**src/rtl/div_datapath.sv**
```systemverilog
// Restoring divider datapath: one quotient bit per clock, driven by the
// divider control FSM strobes; holds operands, iteration counter and results.
module div_datapath #(
    parameter int DW = 16,
    parameter int CW = 8
) (
    input  logic          clk,
    input  logic          rst,
    input  logic [DW-1:0] dividend_i,
    input  logic [DW-1:0] divisor_i,
    input  logic          signed_i,
    input  logic          enb_sync_rst,
    input  logic          enb_mux,
    input  logic          enb_reg,
    input  logic          enb_ready,
    input  logic          enb_count,
    output logic          count_flag,
    output logic [DW-1:0] quotient_o,
    output logic [DW-1:0] remainder_o,
    output logic          ready_o,
    output logic          div_zero_o,
    output logic          ovf_o,
    output logic [CW-1:0] op_count_o
);

    localparam int NW = $clog2(DW + 1);
    localparam logic [NW-1:0] CNT_INIT = NW'(DW);
    localparam logic [DW-1:0] MIN_VAL = {1'b1, {(DW - 1){1'b0}}};

    logic [DW-1:0] rem_q, rem_d, quo_q, quo_d, dmag_q, dmag_d, dvd_q, dvd_d;
    logic [NW-1:0] cnt_q, cnt_d;
    logic          neg_q_q, neg_q_d, neg_r_q, neg_r_d;
    logic          zero_q, zero_d, ovf_q, ovf_d;
    logic [DW-1:0] quotient_q, quotient_d, remainder_q, remainder_d;
    logic          ready_q, ready_d, div_zero_q, div_zero_d, ovf_out_q, ovf_out_d;
    logic [CW-1:0] op_count_q, op_count_d;

    logic          a_neg, b_neg, iterate;
    logic [DW:0]   shifted, diff;

    assign count_flag = (cnt_q != '0);
    assign a_neg      = signed_i & dividend_i[DW-1];
    assign b_neg      = signed_i & divisor_i[DW-1];
    assign iterate    = enb_mux & enb_reg & count_flag;
    assign shifted    = {rem_q, quo_q[DW-1]};
    assign diff       = shifted - {1'b0, dmag_q};

    always_comb begin
        rem_d       = rem_q;
        quo_d       = quo_q;
        dmag_d      = dmag_q;
        dvd_d       = dvd_q;
        cnt_d       = cnt_q;
        neg_q_d     = neg_q_q;
        neg_r_d     = neg_r_q;
        zero_d      = zero_q;
        ovf_d       = ovf_q;
        quotient_d  = quotient_q;
        remainder_d = remainder_q;
        div_zero_d  = div_zero_q;
        ovf_out_d   = ovf_out_q;
        op_count_d  = op_count_q;
        ready_d     = enb_ready;

        if (enb_sync_rst) begin
            rem_d   = '0;
            quo_d   = a_neg ? -dividend_i : dividend_i;
            dmag_d  = b_neg ? -divisor_i : divisor_i;
            dvd_d   = dividend_i;
            cnt_d   = CNT_INIT;
            neg_q_d = a_neg ^ b_neg;
            neg_r_d = a_neg;
            zero_d  = (divisor_i == '0);
            ovf_d   = signed_i & (dividend_i == MIN_VAL) & (divisor_i == '1);
        end else if (iterate) begin
            // Top bit of the DW+1 difference is the borrow: clear means t >= 0.
            if (!diff[DW]) begin
                rem_d = diff[DW-1:0];
                quo_d = {quo_q[DW-2:0], 1'b1};
            end else begin
                rem_d = shifted[DW-1:0];
                quo_d = {quo_q[DW-2:0], 1'b0};
            end
            cnt_d = cnt_q - NW'(1);
        end

        if (enb_ready) begin
            div_zero_d = zero_q;
            ovf_out_d  = ovf_q;
            if (zero_q) begin
                quotient_d  = '1;
                remainder_d = dvd_q;
            end else if (ovf_q) begin
                quotient_d  = MIN_VAL;
                remainder_d = '0;
            end else begin
                quotient_d  = neg_q_q ? -quo_q : quo_q;
                remainder_d = neg_r_q ? -rem_q : rem_q;
            end
        end

        if (enb_count && (op_count_q != '1)) begin
            op_count_d = op_count_q + CW'(1);
        end
    end

    always_ff @(posedge clk or negedge rst) begin
        if (!rst) begin
            rem_q       <= '0;
            quo_q       <= '0;
            dmag_q      <= '0;
            dvd_q       <= '0;
            cnt_q       <= '0;
            neg_q_q     <= 1'b0;
            neg_r_q     <= 1'b0;
            zero_q      <= 1'b0;
            ovf_q       <= 1'b0;
            quotient_q  <= '0;
            remainder_q <= '0;
            ready_q     <= 1'b0;
            div_zero_q  <= 1'b0;
            ovf_out_q   <= 1'b0;
            op_count_q  <= '0;
        end else begin
            rem_q       <= rem_d;
            quo_q       <= quo_d;
            dmag_q      <= dmag_d;
            dvd_q       <= dvd_d;
            cnt_q       <= cnt_d;
            neg_q_q     <= neg_q_d;
            neg_r_q     <= neg_r_d;
            zero_q      <= zero_d;
            ovf_q       <= ovf_d;
            quotient_q  <= quotient_d;
            remainder_q <= remainder_d;
            ready_q     <= ready_d;
            div_zero_q  <= div_zero_d;
            ovf_out_q   <= ovf_out_d;
            op_count_q  <= op_count_d;
        end
    end

    assign quotient_o  = quotient_q;
    assign remainder_o = remainder_q;
    assign ready_o     = ready_q;
    assign div_zero_o  = div_zero_q;
    assign ovf_o       = ovf_out_q;
    assign op_count_o  = op_count_q;

endmodule
```
**config.mk**
```make
export PLATFORM = sky130hd
export DESIGN_NAME = div_datapath
export DESIGN_NICKNAME = d
export VERILOG_FILES = /design/src/rtl/div_datapath.sv
export SDC_FILE = /design/constraint.sdc
export NUM_CORES = 1
export LEC_CHECK = 0
export ABC_AREA = 0
export CORE_MARGIN = 4
export CORE_UTILIZATION = 45
export DETAILED_ROUTE_END_ITERATION = 8
export PLACE_DENSITY = 0.63
export SLEW_MARGIN = 20
export SYNTH_ARGS = -nofsm -noshare
export SYNTH_HDL_FRONTEND = slang
export SYNTH_SLANG_ARGS = --single-unit
```
**constraint.sdc**
```tcl
create_clock -name clk -period 6.8 [get_ports clk]
set_input_delay 1.02 -clock clk [delete_from_list [all_inputs] [get_ports clk]]
set_output_delay 1.02 -clock clk [all_outputs]
set_load 0.05 [all_outputs]
```
==> results_dict.tcl, run 1 <==
set metrics [dict create \
    hold_path_class "flop to flop" \
    critPathBufInv 2 \
    critical-path-max-stage-delay_ns 0.73 \
    finalHoldViolCount 0 \
    arrival_ns 2.42 \
    grt_pass1_vias 5918 \
    start_util 0.4656 \
    wl_met1_um 8240 \
    worst_slew_pin_slew_ns 1.006 \
    synthSimpleGateAreaFrac 0.1684 \
    met3_wirelength_um 762 \
    overflow 0 \
    cts_htree_levels 4 \
    ys.warnings.count 0 \
    fin_crit_sh 0.5063 \
    rsz0062_at_grt "no" \
    cp_cell_sequence "inv_1, ha_1, or4b_2, clkdlybuf4s50_1" \
    grt_pass1_wl_um 30270 \
    synth_cell_type_count 70 \
    setup_viol 0 \
    synthFlopType "dfrtp_1" \
    cts_tree "yes" \
    wl_met2_um 9228 \
    finalInstanceArea_mm2 0.008708 \
    top_layer "met4" \
    final_common_cell "dfrtp_1" \
    post_cts_resized 0 \
    cellLeakagePower_nw 3.660 \
    synth_xor_area_frac 0.09894 \
    max_freq_mhz 290.5 \
    syn_area_mm2 0.007183 \
    required_ns 5.78 \
    nFillCells 1406 \
    die_w_um 134.3 \
    final.min_clock_period_ns 3.443 \
    clk-insertion-delay-late_ns 0.41 \
    rows 45 \
    drt.antenna.violating_nets 0 \
    crit_path_start_kind "flop" \
    postCtsSetupRepairBufs 0 \
    io_pins 84 \
    wl_um 18570 \
    synth_top_family_by_area "compound AO/OA/AOI/OAI gates" \
    cp_top_family "buffers and inverters" \
    r2r_setup_slack_ns 3.77 \
    clk_pin_slew_worst_paths_ns 0.06 \
    dp_hpwl_um 13470 \
    cts-root-buf "clkbuf_16" \
    slowest_stage "clkdlybuf4s50_1" \
    max_cap_violations 0 \
    synth_area_per_cell_um2 8.879 \
    drc 0 \
    grt_antenna_before_repair 0 \
    die_area_mm2 0.01805 \
    hold_buffers 0 \
    cp_max_fo 3 \
    core_area_mm2 0.01543 \
    tns_ns 0 \
    synthAdderAreaFrac 0.04459 \
    syn_inst 809 \
    cts_inserted_buffers 17 \
    initialDrtViolationCount 386 \
    path_class "flop to output pin" \
    nNetsFinal 936 \
    drv_slew 0 \
    gp_congestion 0.8812 \
    async_flop_share 1.000 \
    synth_mux_area_frac 0.05644 \
    viasPerCell 5.568 \
    synth_edf_count 0 \
    area_growth_pct 21.23 \
    n_antenna_cell 0 \
    final_cell_mix "116 x dfrtp_1, 88 x nor2_1, 80 x nand2_1, 80 x clkdlybuf4s50_1, 69 x a21oi_1" \
    peakVddDrop_mv 0.1763 \
    synth_seq_cells 116 \
    dpl_cell_area_mm2 0.008108 \
    track_usage 0.2081 \
    synth_nets 874 \
    finalPower_mw 2.613 \
    cts_sinks 116 \
    wire_per_inst_um 16.96 \
    die_y_um 134.3 \
    drt_first_pass_iters 6 \
    io_buffers 83 \
    yosysSeqAreaShare 0.4041 \
    vias 6097 \
    grt_max_degree 80 \
    end_kind "output pin" \
    max_slew_margin 0.3278 \
    synth-compound-area-share 0.1820 \
    fin_skew_ns 0.006650 \
    drive_above_1_share 0.08710 \
    clk_path_buf_depth 2 \
    p_per_area_mw_per_mm2 300.0 \
    status "completed" \
]
[where the power goes]
group / switching (mW) / internal [mW] / total (mW)
combinational: 0.497 / 0.315 / 0.811
sequential: 0.105 / 0.794 / 0.899
clock: 0.310 / 0.592 / 0.902
total: 0.913 / 1.70 / 2.61
[Yosys cell counts (3+ instances only)]
master | instances | area, um2
o21ai_0 | 66 | 330.3
mux2i_1 | 18 | 180.2
clkbuf_1 | 34 | 127.6
inv_1 | 37 | 138.9
xor2_1 | 37 | 324.1
nor2_1 | 88 | 330.3
nand3b_1 | 3 | 22.52
mux2_2 | 20 | 225.2
nand4_1 | 10 | 62.56
buf_2 | 3 | 15.01
nand3_1 | 18 | 90.09
nor3_1 | 20 | 100.1
a211oi_1 | 12 | 90.09
and3_1 | 3 | 18.77
dfrtp_1 | 116 | 2903
or3_1 | 12 | 75.07
nor4_1 | 5 | 31.28
nand2_1 | 80 | 300.3
nor2b_1 | 3 | 18.77
a21o_1 | 5 | 37.54
a21oi_1 | 69 | 345.3
nand2b_1 | 5 | 31.28
buf_1 | 5 | 18.77
o21a_1 | 5 | 37.54
o211ai_1 | 3 | 22.52
ha_1 | 24 | 300.3
xnor2_1 | 41 | 359.1
a31oi_1 | 7 | 43.79
o31ai_1 | 7 | 52.55
[per-stage QoR]
stage / setup slack (ns) / hold slack (ns) / utilization / std cells
floorplan: 4.187 / 0.4810 / - / 809
global placement: 3.289 / 0.4765 / 0.5255 / 1063
detailed placement: 3.237 / 0.4927 / 0.5255 / 1063
CTS: 3.348 / 0.5047 / 0.5641 / 1095
global route: 3.296 / 0.5158 / 0.5645 / 1095
finish: 3.358 / 0.4968 / 0.5645 / 1095
[state kept, by name, indices dropped and copies added (netlist names)]
register     count
ovf_o            1
dmag_q          16
zero_q           1
op_count_o       8
quotient_o      16
ovf_q            1
cnt_q            5
remainder_o     16
quo_q           16
dvd_q           16
rem_q           16
neg_q_q          1
ready_o          1
div_zero_o       1
neg_r_q          1
[routing by layer]
| layer | global-route usage | up-vias |
|---|---|---|
| met4 | 0.06222 | 0 |
| met3 | 0.04726 | 27 |
| met2 | 0.3433 | 151 |
| met1 | 0.2744 | 2959 |
| met5 | 0 | - |
| li1 | - | 2960 |
[worst reg2reg max path: stages, from the launching register on]
cell and delay (ns):
dfrtp_1 0.48, inv_1 0.08, ha_1 0.23, fa_1 0.40
nand2b_1 0.18, a21o_1 0.20, a22o_4 0.26, o21ai_4 0.22
xnor2_4 0.25, or4b_1 0.56, nand3_1 0.09
[area by class of cell]
cell class                 count  area (um2)  share of cell area
clock inverter                10       130.1             0.01494
tap                          211       264.0             0.03032
timing repair buffer          87       854.6             0.09813
clock buffer                  22       464.2             0.05330
sequential                   116        2903              0.3333
inverter                      37       138.9             0.01595
multi-input combinational    612        3954              0.4540
[worst paths after layout]
path | start | to | cells past startpoint
max | cnt_q[0] | count_flag | 4
min | remainder_o[4] | remainder_o[4] | 2
max reg2reg | quo_q[15] | rem_q[14] | 10
min reg2reg | remainder_o[4] | remainder_o[4] | 2
max in group asynchronous | rst | quotient_o[11] | 2
min in group asynchronous | rst | ready_o | 1
[kinds of logic (layout without fill, tap and decap cells)]
kind of cell | after synthesis | count (layout)
flip-flops | 116 | 116
XOR/XNOR | 79 | 79
AO/OA/AOI/OAI | 209 | 209
adder cells (fa/ha/maj) | 25 | 25
buffers and inverters | 81 | 156
AND/OR/NAND/NOR | 261 | 261
multiplexers | 38 | 38
Note: power is estimated with default switching activity, not from simulation.
==> inputs of run 2 (changes only) <==
==> constraint.sdc (replaced) <==
create_clock -name clk -period 3.3 [get_ports clk]
set_input_delay 0.495 -clock clk [delete_from_list [all_inputs] [get_ports clk]]
set_output_delay 0.495 -clock clk [all_outputs]
set_load 0.05 [all_outputs]
==> run 2 against run 1 <==
Critical path type unchanged. Clock-buffer cell count shrank 5. Sequential power grew 100%. Largest power group unchanged. Die area is the same.
==> results_dict.tcl, run 2 (same netlist as run 1, synthesis figures left out) <==
set metrics [dict create \
    viasPerCell 5.496 \
    wire_per_inst_um 16.88 \
    grt_max_degree 117 \
    p_per_area_mw_per_mm2 615.2 \
    r2r_setup_slack_ns 0.43 \
    track_usage 0.2147 \
    initialDrtViolationCount 368 \
    grt_antenna_before_repair 0 \
    cp_max_fo 3 \
    fin_skew_ns 0.006792 \
    clk_pin_slew_worst_paths_ns 0.06 \
    seqPwrFrac 0.339 \
    nNetsFinal 947 \
    grt_pass1_vias 6046 \
    worst_slew_pin_slew_ns 0.7959 \
    cts-root-buf "clkbuf_16" \
    crit_path_start_kind "flop" \
    max_freq_mhz 343.7 \
    hold_buffers 0 \
    multiInputGateArea_mm2 0.003954 \
    final_common_cell "dfrtp_1" \
    drc 0 \
    dpl_cell_area_mm2 0.008203 \
    vias 6079 \
    r2r_cells 10 \
    cts_inserted_buffers 17 \
    critical-path-max-stage-delay_ns 0.74 \
    dp_cells 1074 \
    switching_power_mw 1.939 \
    post_cts_resized 0 \
    seqCellArea_mm2 0.002903 \
    fin_crit_sh 0.8817 \
    critPathBufInv 2 \
    arrival_ns 2.41 \
    end_kind "output pin" \
    cellLeakagePower_nw 3.704 \
    status "completed" \
    drv_slew 0 \
    cts_tree "yes" \
    die_y_um 134.3 \
    peakVddDrop_mv 0.4065 \
    finalInstanceArea_mm2 0.008811 \
    drt_first_pass_iters 5 \
    clk_path_buf_depth 2 \
    gp_congestion 0.9029 \
    path_class "flop to output pin" \
    setup_viol 0 \
    rsz0062_at_grt "no" \
    max_cap_violations 0 \
    cts_htree_levels 4 \
    cp_top_family "buffers and inverters" \
    max_slew_margin 0.4694 \
    wl_um 18670 \
    required_ns 2.80 \
    rows 45 \
    finalNonFillerCells 1106 \
    r2r_end "rem_q[14]" \
    slowest_stage "clkdlybuf4s50_1" \
    reg2reg_from "quo_q[15]" \
    io_buffers 83 \
    core_area_mm2 0.01543 \
    finalHoldViolCount 0 \
    drt.antenna.violating_nets 0 \
    area_growth_pct 22.66 \
    io_pins 84 \
    dp_hpwl_um 13950 \
    p_int_mw 3.482 \
    cp_cell_sequence "inv_1, ha_1, or4b_2, clkdlybuf4s50_1" \
    hold_path_class "input pin to asynchronous set/reset pin" \
    n_antenna_cell 0 \
    cts_sinks 116 \
    final_cell_mix "116 x dfrtp_1, 88 x nor2_1, 80 x nand2_1, 80 x clkdlybuf4s50_1, 69 x a21oi_1" \
    postCtsSetupRepairBufs 0 \
    start_util 0.4656 \
    final.min_clock_period_ns 2.910 \
    overflow 0 \
    power_frac_comb 0.314 \
    grt_pass1_wl_um 31110 \
    die_w_um 134.3 \
    clk-insertion-delay-late_ns 0.42 \
    p_sw_frac 0.3577 \
    finalPower_mw 5.420 \
    die_area_mm2 0.01805 \
    tns_ns 0 \
    drive_above_1_share 0.1017 \
    nFillCells 1449 \
    pwr-share-clk 0.347 \
]
run 2: cell count changes in the layout (fill, tap and decap cells not counted), sizes merged:
cell and change:
buf +11, clkbuf -5, clkinvlp +5, clkinv -2, inv +2
run 2: how the worst max path moves through the flow:
stage,startpoint,endpoint,slack (ns),cells past startpoint
final,cnt_q[0],count_flag,0.39,4
after floorplan,quo_q[15],rem_q[14],0.69,10
after CTS,cnt_q[0],count_flag,0.37,4
after global routing,cnt_q[0],count_flag,0.30,4
after global placement,quo_q[15],rem_q[14],0.47,10
after detailed placement,quo_q[15],rem_q[14],0.43,10
run 2: power by group through the flow:
| stage | logic [mW] | registers (mW) | clock network [mW] |
|---|---|---|---|
| 6_report | 1.70 | 1.84 | 1.88 |
| 5_1_grt | 1.84 | 1.87 | 2.00 |
| 4_1_cts | 1.71 | 1.84 | 1.91 |
| 3_5_place_dp | 1.70 | 1.86 | 0 |
| 3_3_place_gp | 1.69 | 1.85 | 0 |
| 2_1_floorplan | 0.790 | 2.22 | 0 |
run 2: metal layers:
layer	global-route usage	routed length [um]	vias to the layer above
met4	0.08145	478	0
met2	0.3497	8905	150
met1	0.2843	8497	2912
met5	0	0	-
met3	0.04126	786	33
li1	-	-	2984
run 2: through the flow:
stage,utilization,hold slack (ns),setup WS (ns)
CTS,0.5711,0.1934,0.3666
global route,0.5711,0.2120,0.2961
detailed placement,0.5317,0.4808,0.4327
finish,0.5711,0.1565,0.3903
global placement,0.5317,0.4784,0.4707
floorplan,-,0.1994,0.6872
run 2: layout make-up:
| cell class | count | share of cell area |
|---|---|---|
| Clock buffer | 17 | 0.04828 |
| Clock inverter | 15 | 0.02073 |
| Inverter | 37 | 0.01576 |
| Multi-Input combinational cell | 612 | 0.4487 |
| Sequential cell | 116 | 0.3295 |
| Tap cell | 211 | 0.02996 |
| Timing Repair Buffer | 98 | 0.1071 |
==> RTL change 1: new RTL, config.mk and constraints of run 2 <==
Set the parameter `DW` to 32 (it was 16).
--- a/src/rtl/div_datapath.sv
+++ b/src/rtl/div_datapath.sv
@@ -1,7 +1,7 @@
 // Restoring divider datapath: one quotient bit per clock, driven by the
 // divider control FSM strobes; holds operands, iteration counter and results.
 module div_datapath #(
-    parameter int DW = 16,
+    parameter int DW = 32,
     parameter int CW = 8
 ) (
     input  logic          clk,
Interface: changed (resized dividend_i, divisor_i, quotient_o and remainder_o); port bits go from 84 to 148. The function was not compared with the original's and may differ.
==> RTL change 1 against run 2 <==
Worst hold slack got worse by 0.13 ns; count of clock-buffer cells in the layout increased by 20; routed wire length increased by 110%; cell area increased by 90%; area after synthesis increased by 90%; total power increased by 67%; synthesized cell count increased by 92%; sequential cell count increased by 97; final cell count increased by 93%; setup slack got worse by 0.22 ns; combinational power increased by 78%; critical endpoint is now rem_q[30]$_DFFE_PN0P_.
==> RTL change 1: results <==
outcome:
  status: "finished clean"
synth:
  synth_compound_area_share_pct: 20.2
  synthTopCellsByCount: "dfrtp_1, nand2_1, o21ai_0"
  synth_xor_area_share_pct: 9.64
  ys_types: 74
  ys_seq_area_share_pct: 39.1
  synthMuxAreaShare_pct: 6.56
  synthAdderAreaFrac_pct: 3.73
  synth_nets: 1663
cts:
  clock_latency_ns: 0.53
  cts_max_level: 1
  cts_buffers: 26
  cts_buffer_depth: 3
route:
  wl_per_cell_um: 18.2
  routed_wl_mm: 38.8
placement:
  io_buffers: 147
  post-dp-hpwl_mm: 29.2
finish:
  nFlopsAndLatches: 213
  seq_area_um2: 5330
  fillers: 2791
  multi_input_area_um2: 7670
  area_share_nonclk_buffers_pct: 12.9
  nets: 1838
  drive_above_1_share_pct: 10.3
  seq-cell-share_pct: 31.9
  final-clk-cell-share_pct: 4.69
  n_all_buffers: 230
pwr:
  swShare_pct: 36.5
  vdd_ir_drop_max_mv: 0.431
  p_total_uw: 9030
  seq_cell_power_uw: 3330
  pwr-share-comb_pct: 33.5
floorplan:
  die-area_um2: 33100
timing:
  tightest_slew_ns: 0.907
global_routing:
  use_met3_pct: 3.15
  met1_usage_pct: 32.1
  grtUsageTotal_pct: 22.8
worst_setup_path:
  crit_start: "quo_q[31]$_DFFE_PN0P_"
-- RTL change 1: final timing paths --
check / to / slack (ns) / depth (start not counted)
worst min-delay path: quo_q[6]$_DFFE_PN0P_ / 0.03 / 1
max in group asynchronous: quo_q[28]$_DFFE_PN0P_ / 2.40 / 2
worst min register to register: op_count_o[5]$_DFFE_PN0P_ / 0.50 / 1
worst max register to register: rem_q[30]$_DFFE_PN0P_ / 0.17 / 14
worst max-delay path: rem_q[30]$_DFFE_PN0P_ / 0.17 / 14
min in group clk: rem_q[31]$_DFFE_PN0P_ / 0.32 / 2
-- RTL change 1: worst max-delay path, stage by stage (launching register included) --
cell and delay (ns):
dfrtp_1 0.34, inv_1 0.09, ha_1 0.23, fa_1 0.39, nand2b_1 0.17, a21oi_1 0.21, buf_4 0.16, o21ai_0 0.15
a21oi_1 0.18, buf_4 0.14, nor2_1 0.04, o41ai_1 0.41, buf_4 0.19, mux2i_1 0.07, a31o_2 0.24
==> RTL change 2: new RTL, flow settings as in run 2 <==
Made on the original files. Register the input `dividend_i` before use. The logic sees it one clock later. The other inputs are not delayed to match.
--- a/src/rtl/div_datapath.sv
+++ b/src/rtl/div_datapath.sv
@@ -27,6 +27,12 @@
     localparam logic [NW-1:0] CNT_INIT = NW'(DW);
     localparam logic [DW-1:0] MIN_VAL = {1'b1, {(DW - 1){1'b0}}};
 
+    logic [DW-1:0] dividend_q;
+
+    always_ff @(posedge clk) begin
+        dividend_q <= dividend_i;
+    end
+
     logic [DW-1:0] rem_q, rem_d, quo_q, quo_d, dmag_q, dmag_d, dvd_q, dvd_d;
     logic [NW-1:0] cnt_q, cnt_d;
     logic          neg_q_q, neg_q_d, neg_r_q, neg_r_d;
@@ -39,7 +45,7 @@
     logic [DW:0]   shifted, diff;
 
     assign count_flag = (cnt_q != '0);
-    assign a_neg      = signed_i & dividend_i[DW-1];
+    assign a_neg      = signed_i & dividend_q[DW-1];
     assign b_neg      = signed_i & divisor_i[DW-1];
     assign iterate    = enb_mux & enb_reg & count_flag;
     assign shifted    = {rem_q, quo_q[DW-1]};
@@ -64,14 +70,14 @@
 
         if (enb_sync_rst) begin
             rem_d   = '0;
-            quo_d   = a_neg ? -dividend_i : dividend_i;
+            quo_d   = a_neg ? -dividend_q : dividend_q;
             dmag_d  = b_neg ? -divisor_i : divisor_i;
-            dvd_d   = dividend_i;
+            dvd_d   = dividend_q;
             cnt_d   = CNT_INIT;
             neg_q_d = a_neg ^ b_neg;
             neg_r_d = a_neg;
             zero_d  = (divisor_i == '0);
-            ovf_d   = signed_i & (dividend_i == MIN_VAL) & (divisor_i == '1);
+            ovf_d   = signed_i & (dividend_q == MIN_VAL) & (divisor_i == '1);
         end else if (iterate) begin
             // Top bit of the DW+1 difference is the borrow: clear means t >= 0.
             if (!diff[DW]) begin
Formal check against the unedited RTL: not equivalent (a bounded check fails within 4 cycles, from zero or initial values and one cycle with rst low).
==> RTL change 2 against run 2 <==
Sequential cell count increased by 16; count of clock-buffer cells in the layout rose by 9; via count grew 3.5%; utilization decreased by 0.45 points; routed wire length increased by 3.7%; total power grew 4.1%; fmax decreased by 3.1%; setup slack worse by 0.092 ns; cell area rose by 2.9%; area after synthesis increased by 3.0%; critical path type is now reg -> reg; largest cell class unchanged; highest routed layer unchanged.
==> RTL change 2: results <==
placement:
  post-dp-hpwl_mm: 14.4
  dp_cells: 1086
  gp_congestion: 0.865
synth:
  synthArstFlopShare_pct: 87.9
  synth_area_per_cell_um2: 9.05
  ys_types: 58
  synth_nets: 882
  synthTopCellsByCount: "dfrtp_1, nor2_1, nand2_1"
  ys_seq_area_share_pct: 43.6
  synth_area_leaders: "dfrtp_1, xor2_1, o21ai_0, xnor2_1, dfxtp_1"
route:
  routed_via_density: 5.63
  met2_length_mm: 8.62
  wl_met1_mm: 9.34
  dr.first_iter.drc_count: 463
  met3WireLength_mm: 1.10
  routed_wl_mm: 19.4
  dr_total_vias: 6292
worst_setup_path:
  arrival_ns: 3.32
  reg2reg_to: "rem_q[12]$_DFFE_PN0P_"
  rrSetupSlack_ns: 0.30
  crit_path_max_fanout: 9
  path_class: "reg -> reg"
  r2r_cells: 11
timing:
  tightest_slew_ns: 0.693
  fin_skew_ns: 0.00527
pwr:
  vdd_ir_drop_max_mv: 0.417
  p_leak_uw: 0.00383
  swShare_pct: 34.3
finish:
  drive_above_1_share_pct: 8.43
  nets: 954
global_routing:
  grtUsageTotal_pct: 21.2
  met1_usage_pct: 31.2
  grt_pass1_vias: 5877
  grtUsageMet2_pct: 31.8
  use_met3_pct: 3.96
  grt_max_degree: 69
outcome:
  status: "finished clean"
worst_hold_path:
  worstHoldPathType: "in -> async"
==> RTL change 2: cell count changes in the layout (fill, tap and decap cells not counted), moves of 5 or more <==
cell | run 2 | this run
nand2_1 | 80 | 69
clkinvlp_4 | 7 | 0
nor2_1 | 88 | 80
a21oi_1 | 69 | 61
o221ai_1 | 2 | 9
nand2b_1 | 5 | 10
and3_1 | 3 | 9
o41ai_1 | 2 | 7
dfxtp_1 | 0 | 16
inv_1 | 37 | 43
==> RTL change 2: how the worst min path moves through the flow <==
stage / from / to / slack [ns] / cells after the start
floorplan: rst / cnt_q[0]$_DFFE_PN0P_ / 0.20 / 0
global placement: remainder_o[9]$_DFFE_PN0P_ / remainder_o[9]$_DFFE_PN0P_ / 0.46 / 1
detailed placement: quotient_o[2]$_DFFE_PN0P_ / quotient_o[2]$_DFFE_PN0P_ / 0.48 / 1
CTS: rst / remainder_o[13]$_DFFE_PN0P_ / 0.14 / 1
global route: rst / remainder_o[13]$_DFFE_PN0P_ / 0.17 / 1
finish: rst / remainder_o[13]$_DFFE_PN0P_ / 0.1 / 1
==> RTL change 2: through the flow <==
| stage | setup slack, ns | cell area (um^2) | hold slack [ns] |
|---|---|---|---|
| 6_report | 0.298 | 9070 | 0.0959 |
| 5_1_grt | 0.0470 | 9070 | 0.171 |
| 4_1_cts | 0.270 | 9060 | 0.138 |
| 3_5_place_dp | 0.283 | 8430 | 0.477 |
| 3_3_place_gp | 0.396 | 8430 | 0.463 |
| 2_1_floorplan | 0.640 | 7400 | 0.199 |
==> RTL change 2: area by class of cell <==
cell class                      count  area [um^2]
Multi-Input combinational cell    599         3850
Fill cell                        1485         6930
Tap cell                          216          270
Sequential cell                   132         3220
Inverter                           43          161
Clock inverter                      6         48.8
Timing Repair Buffer               96          928
Clock buffer                       26          584
==> RTL change 2: critical path, cell delays in order (launching register included) <==
cell,delay [ns]
dfrtp_1,0.41
inv_1,0.06
ha_1,0.22
fa_1,0.40
nand2b_1,0.19
a21oi_1,0.21
o21ai_0,0.23
o21ai_2,0.27
xor2_1,0.27
buf_4,0.22
nand4_1,0.11
a311oi_1,0.30
==> RTL change 2: power groups by stage <==
stage | Clock, uW | Combinational [uW] | Sequential [uW]
detailed placement | 0 | 1640 | 2080
global route | 2040 | 1780 | 2090
CTS | 1970 | 1650 | 2050
global placement | 0 | 1620 | 2070
finish | 1950 | 1640 | 2050
floorplan | 0 | 753 | 2410
==> RTL change 2: logic make-up (layout without fill, tap and decap cells) <==
group,count (synthesis),in the layout,share of synthesized area [%]
buffers and inverters,86,171,4.42
flip-flops,132,132,43.6
XOR/XNOR,75,75,8.88
adder cells (fa/ha/maj),25,25,4.33
multiplexers,36,36,5.23
AO/OA/AOI/OAI,210,210,17.4
AND/OR/NAND/NOR,253,253,16.2
